==> config.mk <==
export PLATFORM = sky130hd
export DESIGN_NAME = ctrl_uart_rx
export DESIGN_NICKNAME = d
export VERILOG_FILES = /design/src/rtl/ctrl_uart_rx.sv
export SDC_FILE = /design/constraint.sdc
export NUM_CORES = 1
export LEC_CHECK = 0
export CAP_MARGIN = 10
export CORE_MARGIN = 1.5
export CORE_UTILIZATION = 35
export DETAILED_ROUTE_END_ITERATION = 8
export DONT_BUFFER_PORTS = 1
export GPL_TIMING_DRIVEN = 0
export PLACE_DENSITY = 0.46
export SLEW_MARGIN = 20
export SYNTH_ARGS = -nofsm -noshare
export SYNTH_HDL_FRONTEND = slang
export SYNTH_SLANG_ARGS = --single-unit
export TNS_END_PERCENT = 10
==> constraint.sdc <==
create_clock -name clk -period 5.91 [get_ports clk]
set_input_delay 1.182 -clock clk [delete_from_list [all_inputs] [get_ports clk]]
set_output_delay 1.182 -clock clk [all_outputs]
set_load 0.01 [all_outputs]
==> src/rtl/ctrl_uart_rx.sv <==
// Buffered 8N1 UART receiver: 16x oversampled decoder feeding a first-word-fall-through FIFO.
// The register block reads the head byte and status flags, and pops on a data-register read.
module ctrl_uart_rx #(
    parameter int unsigned OS_DIV  = 27,
    parameter int unsigned FIFO_AW = 4
) (
    input  logic               clk,
    input  logic               rst,
    input  logic               uart_rxd,
    input  logic               pop,
    input  logic               clr_err,
    output logic [7:0]         rx_dat,
    output logic               rx_empty,
    output logic               rx_full,
    output logic [FIFO_AW:0]   rx_count,
    output logic               overrun,
    output logic               frame_err,
    output logic               rx_busy
);
    localparam int unsigned PSW   = (OS_DIV > 1) ? $clog2(OS_DIV) : 1;
    localparam int unsigned CW    = FIFO_AW + 1;
    localparam int unsigned DEPTH = 1 << FIFO_AW;

    typedef enum logic [2:0] {S_IDLE, S_START, S_DATA, S_STOP, S_BRK} state_t;

    state_t             state, state_nxt;
    logic [1:0]         sync_q;
    logic               rxd_d;
    logic               synced_c, fall_c, tick_c;
    logic [PSW-1:0]     ps_cnt;
    logic [3:0]         os_cnt, os_nxt;
    logic [2:0]         bit_idx, bit_nxt;
    logic [7:0]         shift_q, shift_nxt;
    logic               push_q, push_nxt;
    logic               ferr_set_c, ps_reload_c;

    logic [7:0]         mem [DEPTH];
    logic [FIFO_AW-1:0] wr_ptr, rd_ptr;
    logic               do_push_c, do_pop_c, ovr_set_c;
    logic [CW-1:0]      count_nxt_c;

    assign synced_c = sync_q[1];
    assign fall_c   = !synced_c && rxd_d;
    assign tick_c   = (ps_cnt == '0);

    // Two-flop synchronizer plus one delay flop for edge detection
    always_ff @(posedge clk or posedge rst) begin
        if (rst) begin
            sync_q <= 2'b11;
            rxd_d  <= 1'b1;
        end else begin
            sync_q <= {sync_q[0], uart_rxd};
            rxd_d  <= synced_c;
        end
    end

    // Oversample prescaler, re-phased to each start edge
    always_ff @(posedge clk or posedge rst) begin
        if (rst)
            ps_cnt <= PSW'(OS_DIV - 1);
        else if (ps_reload_c || tick_c)
            ps_cnt <= PSW'(OS_DIV - 1);
        else
            ps_cnt <= ps_cnt - PSW'(1);
    end

    always_ff @(posedge clk or posedge rst) begin
        if (rst) begin
            state   <= S_IDLE;
            os_cnt  <= 4'd0;
            bit_idx <= 3'd0;
            shift_q <= 8'd0;
            push_q  <= 1'b0;
            rx_busy <= 1'b0;
        end else begin
            state   <= state_nxt;
            os_cnt  <= os_nxt;
            bit_idx <= bit_nxt;
            shift_q <= shift_nxt;
            push_q  <= push_nxt;
            rx_busy <= (state_nxt != S_IDLE);
        end
    end

    always_comb begin
        state_nxt   = state;
        os_nxt      = os_cnt;
        bit_nxt     = bit_idx;
        shift_nxt   = shift_q;
        push_nxt    = 1'b0;
        ferr_set_c  = 1'b0;
        ps_reload_c = 1'b0;
        if (state != S_IDLE && tick_c)
            os_nxt = os_cnt + 4'd1;
        case (state)
            S_IDLE: begin
                if (fall_c) begin
                    state_nxt   = S_START;
                    ps_reload_c = 1'b1;
                    os_nxt      = 4'd0;
                end
            end
            S_START: begin
                if (tick_c && os_cnt == 4'd7) begin
                    if (!synced_c) begin
                        state_nxt = S_DATA;
                        os_nxt    = 4'd0;
                        bit_nxt   = 3'd0;
                    end else begin
                        state_nxt = S_IDLE;
                    end
                end
            end
            S_DATA: begin
                if (tick_c && os_cnt == 4'd15) begin
                    shift_nxt = {synced_c, shift_q[7:1]};
                    bit_nxt   = bit_idx + 3'd1;
                    if (bit_idx == 3'd7)
                        state_nxt = S_STOP;
                end
            end
            S_STOP: begin
                if (tick_c && os_cnt == 4'd15) begin
                    if (synced_c) begin
                        push_nxt  = 1'b1;
                        state_nxt = S_IDLE;
                    end else begin
                        ferr_set_c = 1'b1;
                        state_nxt  = S_BRK;
                    end
                end
            end
            S_BRK: begin
                // Hold off until the line idles so a held-low line is not decoded as 0x00
                if (synced_c)
                    state_nxt = S_IDLE;
            end
            default: state_nxt = S_IDLE;
        endcase
    end

    // FIFO: pop only when non-empty; a push into a full FIFO needs a same-cycle pop
    assign do_pop_c    = pop && !rx_empty;
    assign do_push_c   = push_q && (!rx_full || do_pop_c);
    assign ovr_set_c   = push_q && rx_full && !do_pop_c;
    assign count_nxt_c = rx_count + CW'(do_push_c) - CW'(do_pop_c);
    assign rx_dat      = mem[rd_ptr];

    always_ff @(posedge clk) begin
        if (do_push_c)
            mem[wr_ptr] <= shift_q;
    end

    always_ff @(posedge clk or posedge rst) begin
        if (rst) begin
            wr_ptr    <= '0;
            rd_ptr    <= '0;
            rx_count  <= '0;
            rx_empty  <= 1'b1;
            rx_full   <= 1'b0;
            overrun   <= 1'b0;
            frame_err <= 1'b0;
        end else begin
            if (do_push_c)
                wr_ptr <= wr_ptr + FIFO_AW'(1);
            if (do_pop_c)
                rd_ptr <= rd_ptr + FIFO_AW'(1);
            rx_count <= count_nxt_c;
            rx_empty <= (count_nxt_c == '0);
            rx_full  <= (count_nxt_c == CW'(DEPTH));
            if (ovr_set_c)
                overrun <= 1'b1;
            else if (clr_err)
                overrun <= 1'b0;
            if (ferr_set_c)
                frame_err <= 1'b1;
            else if (clr_err)
                frame_err <= 1'b0;
        end
    end

endmodule

# == Yosys cells after proc, flatten, opt, wreduce, memory -nomap -nowiden ==
# Memories as Yosys holds them, arrays and structs flattened.
# Index checks and enable logic that the tools add are counted.
# classes
addsub,7
n_eq_ne,11
n_mux,32
n_reduce_logical,24
# ops
cell,n
2-to-1 mux 3 bit,10
2-to-1 mux 4 bit,4
case mux 3 bit (5 select lines),1
2-to-1 mux 1 bit,13
"adder 4 x 1 -> 4 bit, second input constant",3
logical NOT 5 bit,2
logical AND 1 bit,8
case mux 4 bit (2 select lines),1
"== test 3 x 2 -> 1 bit, second input constant",2
"== test 3 bit, second input constant",2
"inequality test 2 bit, second input constant",3
case mux 3 bit (2 select lines),1
nonzero test 2 bit,3
nonzero test 3 bit,2
adder 5 x 1 -> 5 bit,1
"== test 5 bit, second input constant",1
2-to-1 mux 5 bit,1
subtractor 5 x 1 -> 5 bit,1
"subtractor 5 x 1 -> 5 bit, second input constant",1
"== test 4 x 3 -> 1 bit, second input constant",1
"== test 4 bit, second input constant",1
logical NOT 1 bit,4
AND reduction 4 bit,1
"adder 3 x 1 -> 3 bit, second input constant",1
other kinds (5),6
# word_totals
ff_bits,45
ram_bits,128
in_bits,5
output_inout_bits,18
elab_cells,91
memories,1
# memory_table
name,words,width,rd,rd_clocked_by_memory_dff,write_ports,line,source
mem,16,8,1,0,1,37,logic [7:0] mem [DEPTH];

# == Longest topological paths before layout ==
# logic_depth
word_depth,7
depth_mapped,11
depth_no_buf,11

# == Least setup slack after synthesis ==
# OpenSTA, ideal clock, no wires.
# synth_path
kind,input to register
start,input port pop
end,register rx_full
arrival_time_ns,3.375
slack_ns,2.447
stages,11
n_path_buf,0
path_cell_list,nand2b_1 > a21boi_1 > inv_1 > ha_1 > inv_1 > ha_1 > fa_1 > a21o_1 > a21oi_1 > xnor2_1 > nor3b_1
# synth_via
elab_chain_cells,6
# synth_rtl
item,line,source
"start, declared",10,"input logic pop,"
logical AND 1 bit *,143,assign do_pop_c = pop && !rx_empty;
logical OR 1 bit,144,assign do_push_c = push_q && (!rx_full || do_pop_c);
logical AND 1 bit,144,
adder 5 x 1 -> 5 bit,146,assign count_nxt_c = rx_count + CW'(do_push_c) - CW'(do_pop_c);
subtractor 5 x 1 -> 5 bit *,146,
named net count_nxt_c[4],40,logic [CW-1:0] count_nxt_c;
== test 5 bit *,170,rx_full <= (count_nxt_c == CW'(DEPTH));
"end signal, assigned",170,
"end, declared",14,"output logic rx_full,"
# The timed path passes the listed nets; every way through them passes the cells marked *.
# A chain may end at the register's enable or synchronous reset.

# == Final worst setup path ==
# layout_path
start,register rd_ptr[1]
end,output port rx_dat[7]
# layout_via
elab_chain_cells,1
# layout_rtl
item,line,source
"start, declared",38,"logic [FIFO_AW-1:0] wr_ptr, rd_ptr;"
"start signal, assigned",167,rd_ptr <= rd_ptr + FIFO_AW'(1);
memory (16 x 8 bit),--,
"end, declared",12,"output logic [7:0] rx_dat,"
# Every way passes these cells.

==> impl_metrics.toml <==
[sta]
fin_skew_ns = 0.00797
finalHoldViolCount = 0
final.period_utilization_pct = 64.5
max-slew-margin-rel_pct = 40.6
worstMarginPinSlew_ns = 0.887
timing.final.setup_violations = 0
number_of_pins_with_negative_max_slew_slack_in_the_final_report = 0
setup_repair_after_global_routing_missed_its_margin = "no"
clock.fmax_ghz = 0.262
hold-worst-slack_ns = 0.358
post-route-min-period_ns = 3.81
final.setup.tns_ns = 0

[min_path]
worst_hold_path_type = "reg2reg"
worstHoldPathCells = 0

[run]
cap_viol_max_count = 0

[detailed_routing]
drt_first_iter_violations = 226
avgRoutedWirePerCell_um = 19.9
drc = 0
detail-route-antenna-nets = 0
totalWireLength_mm = 14.0
via_per_inst = 4.91
num_vias = 3464
drtPass1Iterations = 4

[clock_network]
h-tree-depth = 4
cts_inserted_buffers = 17
clock_tree.root_cell = "sky130_fd_sc_hd__clkbuf_16"
worstSkewPairLatency_ns = 0.42
clkTransAtPathRegs_ns = 0.07
ctsLongestPathBuffers = 2
post_cts_resized = 0
post_cts_buffers = 0
cts-hold-fix-buffers = 0
tritoncts_clock_tree = "yes"
clock_sinks = 173

[global_routing]
gr-max-usage-layer = "met2"
grt_pass1_vias = 3647
grtUsageTotal_pct = 14.2
grt_max_degree = 28
global_route.usage.met2_pct = 22.1
met3_usage_pct = 2.92
gr-usage-met1_pct = 19.9
global_route_wire_length_before_repair_mm = 22.0
number_of_antenna_violations_at_the_first_check_in_global_routing = 0
globalRoute.totalOverflow = 0

[yosys]
ys_ff_latch = 173
yosysWarnings = 0
ys_types = 48
post_synth_instance_area_mm2 = 0.00705
async_flop_share_pct = 26.0
synthDominantCellAreaShare_pct = 54.5
synth_enable_flop_cells = 128
netlist.top_cell.by_area = "sky130_fd_sc_hd__edfxtp_1"
postSynthNetCount = 428
syn_inst = 407
synth-seq-area-share_pct = 70.6
synth.area.top_cells = "sky130_fd_sc_hd__edfxtp_1, sky130_fd_sc_hd__dfrtp_1, sky130_fd_sc_hd__mux4_2, sky130_fd_sc_hd__ha_1, sky130_fd_sc_hd__dfstp_2"
synth_top_flop_cell = "sky130_fd_sc_hd__edfxtp_1"
avgSynthCellArea_um2 = 17.3

[finish]
num-fill-cells = 1799
layout.nets = 448
fin_util_pct = 40.8
num_antenna_cells = 0
syn2layout_area_growth_pct = 13.4
layout-drive-gt1-share_pct = 22.0

[floorplan]
initial_standard_cell_utilization_of_the_core_pct = 36.0
design.die.area_mm2 = 0.0210
die_width_um = 145
core_area_mm2 = 0.0196
dieHeight_um = 145
io_pins = 23
num_rows = 51

[power]
power_mw = 3.07
p_per_area_mw_per_mm2 = 384
irDropWorstVdd_mv = 0.260
leakagePower_nw = 3.20

[setup_path]
timing.critical_path.from_type = "flop"
critical_path.max_fanout = 10
critPathRequiredTime_ns = 4.73
timing.reg2reg.worst_path_depth = 11
critical_path.endpoint_type = "output port"
worstPathArrival_ns = 2.63
criticalPathCategory = "reg2out"

[outcome]
status = "complete, no violations"

[place]
portBuffers = 0
hpwl_mm = 9.10
gp_congestion = 0.781
[report_power, final]
part | switching (mW) | internal [mW] | total, mW
Combinational | 0.316 | 0.226 | 0.542
Sequential | 0.0745 | 1.37 | 1.44
Clock | 0.461 | 0.620 | 1.08
Total | 0.852 | 2.22 | 3.07
[metal layers]
layer	vias up	share of wire, %
met3	14	3.6
met5	-	0
li1	1599	-
met4	0	1.3
met1	1795	47
met2	56	48
[placed cells by master (no fill, tap or decap), types with 3 or more instances in the layout]
| cell | Yosys | routed |
|---|---|---|
| sky130_fd_sc_hd__buf_2 | 6 | 6 |
| sky130_fd_sc_hd__nand2_1 | 27 | 27 |
| sky130_fd_sc_hd__buf_1 | 5 | 5 |
| sky130_fd_sc_hd__ha_1 | 15 | 15 |
| sky130_fd_sc_hd__nor2b_1 | 3 | 3 |
| sky130_fd_sc_hd__xnor2_1 | 11 | 11 |
| sky130_fd_sc_hd__mux4_2 | 32 | 32 |
| sky130_fd_sc_hd__nor3_1 | 8 | 4 |
| sky130_fd_sc_hd__clkinvlp_4 | 0 | 3 |
| sky130_fd_sc_hd__a21oi_1 | 5 | 5 |
| sky130_fd_sc_hd__nor3_2 | 0 | 4 |
| sky130_fd_sc_hd__and3_1 | 6 | 6 |
| sky130_fd_sc_hd__clkinv_2 | 0 | 3 |
| sky130_fd_sc_hd__and2_1 | 4 | 4 |
| sky130_fd_sc_hd__dfrtp_1 | 38 | 38 |
| sky130_fd_sc_hd__clkbuf_1 | 7 | 7 |
| sky130_fd_sc_hd__inv_1 | 15 | 14 |
| sky130_fd_sc_hd__nor2_1 | 20 | 20 |
| sky130_fd_sc_hd__o21ai_0 | 3 | 3 |
| sky130_fd_sc_hd__edfxtp_1 | 128 | 128 |
| sky130_fd_sc_hd__nand2b_1 | 4 | 4 |
| sky130_fd_sc_hd__inv_6 | 0 | 3 |
| sky130_fd_sc_hd__dfstp_2 | 7 | 7 |
| sky130_fd_sc_hd__mux2_4 | 8 | 8 |
| sky130_fd_sc_hd__a22oi_1 | 16 | 16 |
| sky130_fd_sc_hd__clkbuf_16 | 0 | 17 |
| sky130_fd_sc_hd__xor2_1 | 4 | 4 |
| sky130_fd_sc_hd__mux2_2 | 3 | 3 |
[cell usage after synthesis (2+ instances only)]
cell type,n
sky130_fd_sc_hd__nand2b_1,4
sky130_fd_sc_hd__mux2_2,3
sky130_fd_sc_hd__mux4_2,32
sky130_fd_sc_hd__o31ai_1,2
sky130_fd_sc_hd__ha_1,15
sky130_fd_sc_hd__dfstp_2,7
sky130_fd_sc_hd__clkbuf_1,7
sky130_fd_sc_hd__or3_1,2
sky130_fd_sc_hd__xnor2_1,11
sky130_fd_sc_hd__nor3_1,8
sky130_fd_sc_hd__edfxtp_1,128
sky130_fd_sc_hd__and3_1,6
sky130_fd_sc_hd__nand3b_1,2
sky130_fd_sc_hd__a21o_1,2
sky130_fd_sc_hd__a22oi_1,16
sky130_fd_sc_hd__nand4_1,2
sky130_fd_sc_hd__nor2b_1,3
sky130_fd_sc_hd__o21ai_0,3
sky130_fd_sc_hd__inv_1,15
sky130_fd_sc_hd__nor2_1,20
sky130_fd_sc_hd__mux2_4,8
sky130_fd_sc_hd__nand2_1,27
sky130_fd_sc_hd__o311ai_0,2
sky130_fd_sc_hd__nand3_1,2
sky130_fd_sc_hd__dfrtp_1,38
sky130_fd_sc_hd__buf_2,6
sky130_fd_sc_hd__buf_1,5
sky130_fd_sc_hd__a21oi_1,5
sky130_fd_sc_hd__xor2_1,4
sky130_fd_sc_hd__and2_1,4
[worst max-delay path: stages, from the launching register on]
cell and delay, ns:
sky130_fd_sc_hd__dfrtp_1 0.34, sky130_fd_sc_hd__clkbuf_1 0.38, sky130_fd_sc_hd__clkbuf_1 0.62, sky130_fd_sc_hd__mux4_2 0.41, sky130_fd_sc_hd__a22oi_1 0.27, sky130_fd_sc_hd__nand2_1 0.19
[sequential cells by signal, indices dropped and copies added, names as in the netlist]
| register | flops |
|---|---|
| rx_full | 1 |
| frame_err | 1 |
| bit_idx | 3 |
| rxd_d | 1 |
| shift_q | 8 |
| ps_cnt | 5 |
| wr_ptr | 4 |
| overrun | 1 |
| mem | 128 |
| os_cnt | 4 |
| state | 3 |
| rx_count | 5 |
| rd_ptr | 4 |
| rx_busy | 1 |
| push_q | 1 |
| sync_q | 2 |
| rx_empty | 1 |
[layout make-up]
| class | instances | area, um2 | share of cell area [%] |
|---|---|---|---|
| Buffer | 20 | 87.6 | 1.10 |
| Multi-Input combinational cell | 199 | 1950 | 24.4 |
| Timing Repair Buffer | 1 | 20.0 | 0.250 |
| Clock buffer | 17 | 425 | 5.32 |
| Tap cell | 265 | 332 | 4.15 |
| Sequential cell | 173 | 4980 | 62.3 |
| Inverter | 15 | 56.3 | 0.704 |
| Clock inverter | 15 | 145 | 1.82 |
[kinds of logic (layout without fill, tap and decap cells)]
logic type / after synthesis / in the layout / share of synthesized area [%]
xor+xnor: 15 / 15 / 1.86
simple gates: 85 / 85 / 5.93
compound gates: 39 / 39 / 4.10
mux: 44 / 44 / 12.5
buf+inv: 35 / 68 / 2.04
flops: 173 / 173 / 70.6
fa+ha+maj: 16 / 16 / 2.94
[through the flow]
stage | setup slack [ns] | std cells | cell area (um2)
after global routing | 1.94 | 705 | 8000
after global placement | 2.14 | 672 | 7380
final | 2.10 | 705 | 8000
after floorplan | 2.45 | 407 | 7050
after detailed placement | 2.09 | 673 | 7420
after CTS | 2.04 | 705 | 8000
[path summary, 6_finish.rpt]
path | from | to | slack (ns)
max | rd_ptr[1] | rx_dat[7] | 2.10
min | sync_q[0] | sync_q[1] | 0.36
max reg2reg | rx_empty | rx_full | 2.83
min reg2reg | sync_q[0] | sync_q[1] | 0.36
max in group asynchronous | rst | rxd_d | 4.70
min in group asynchronous | rst | bit_idx[1] | 0.64
Note: power is estimated with default switching activity, not from simulation.
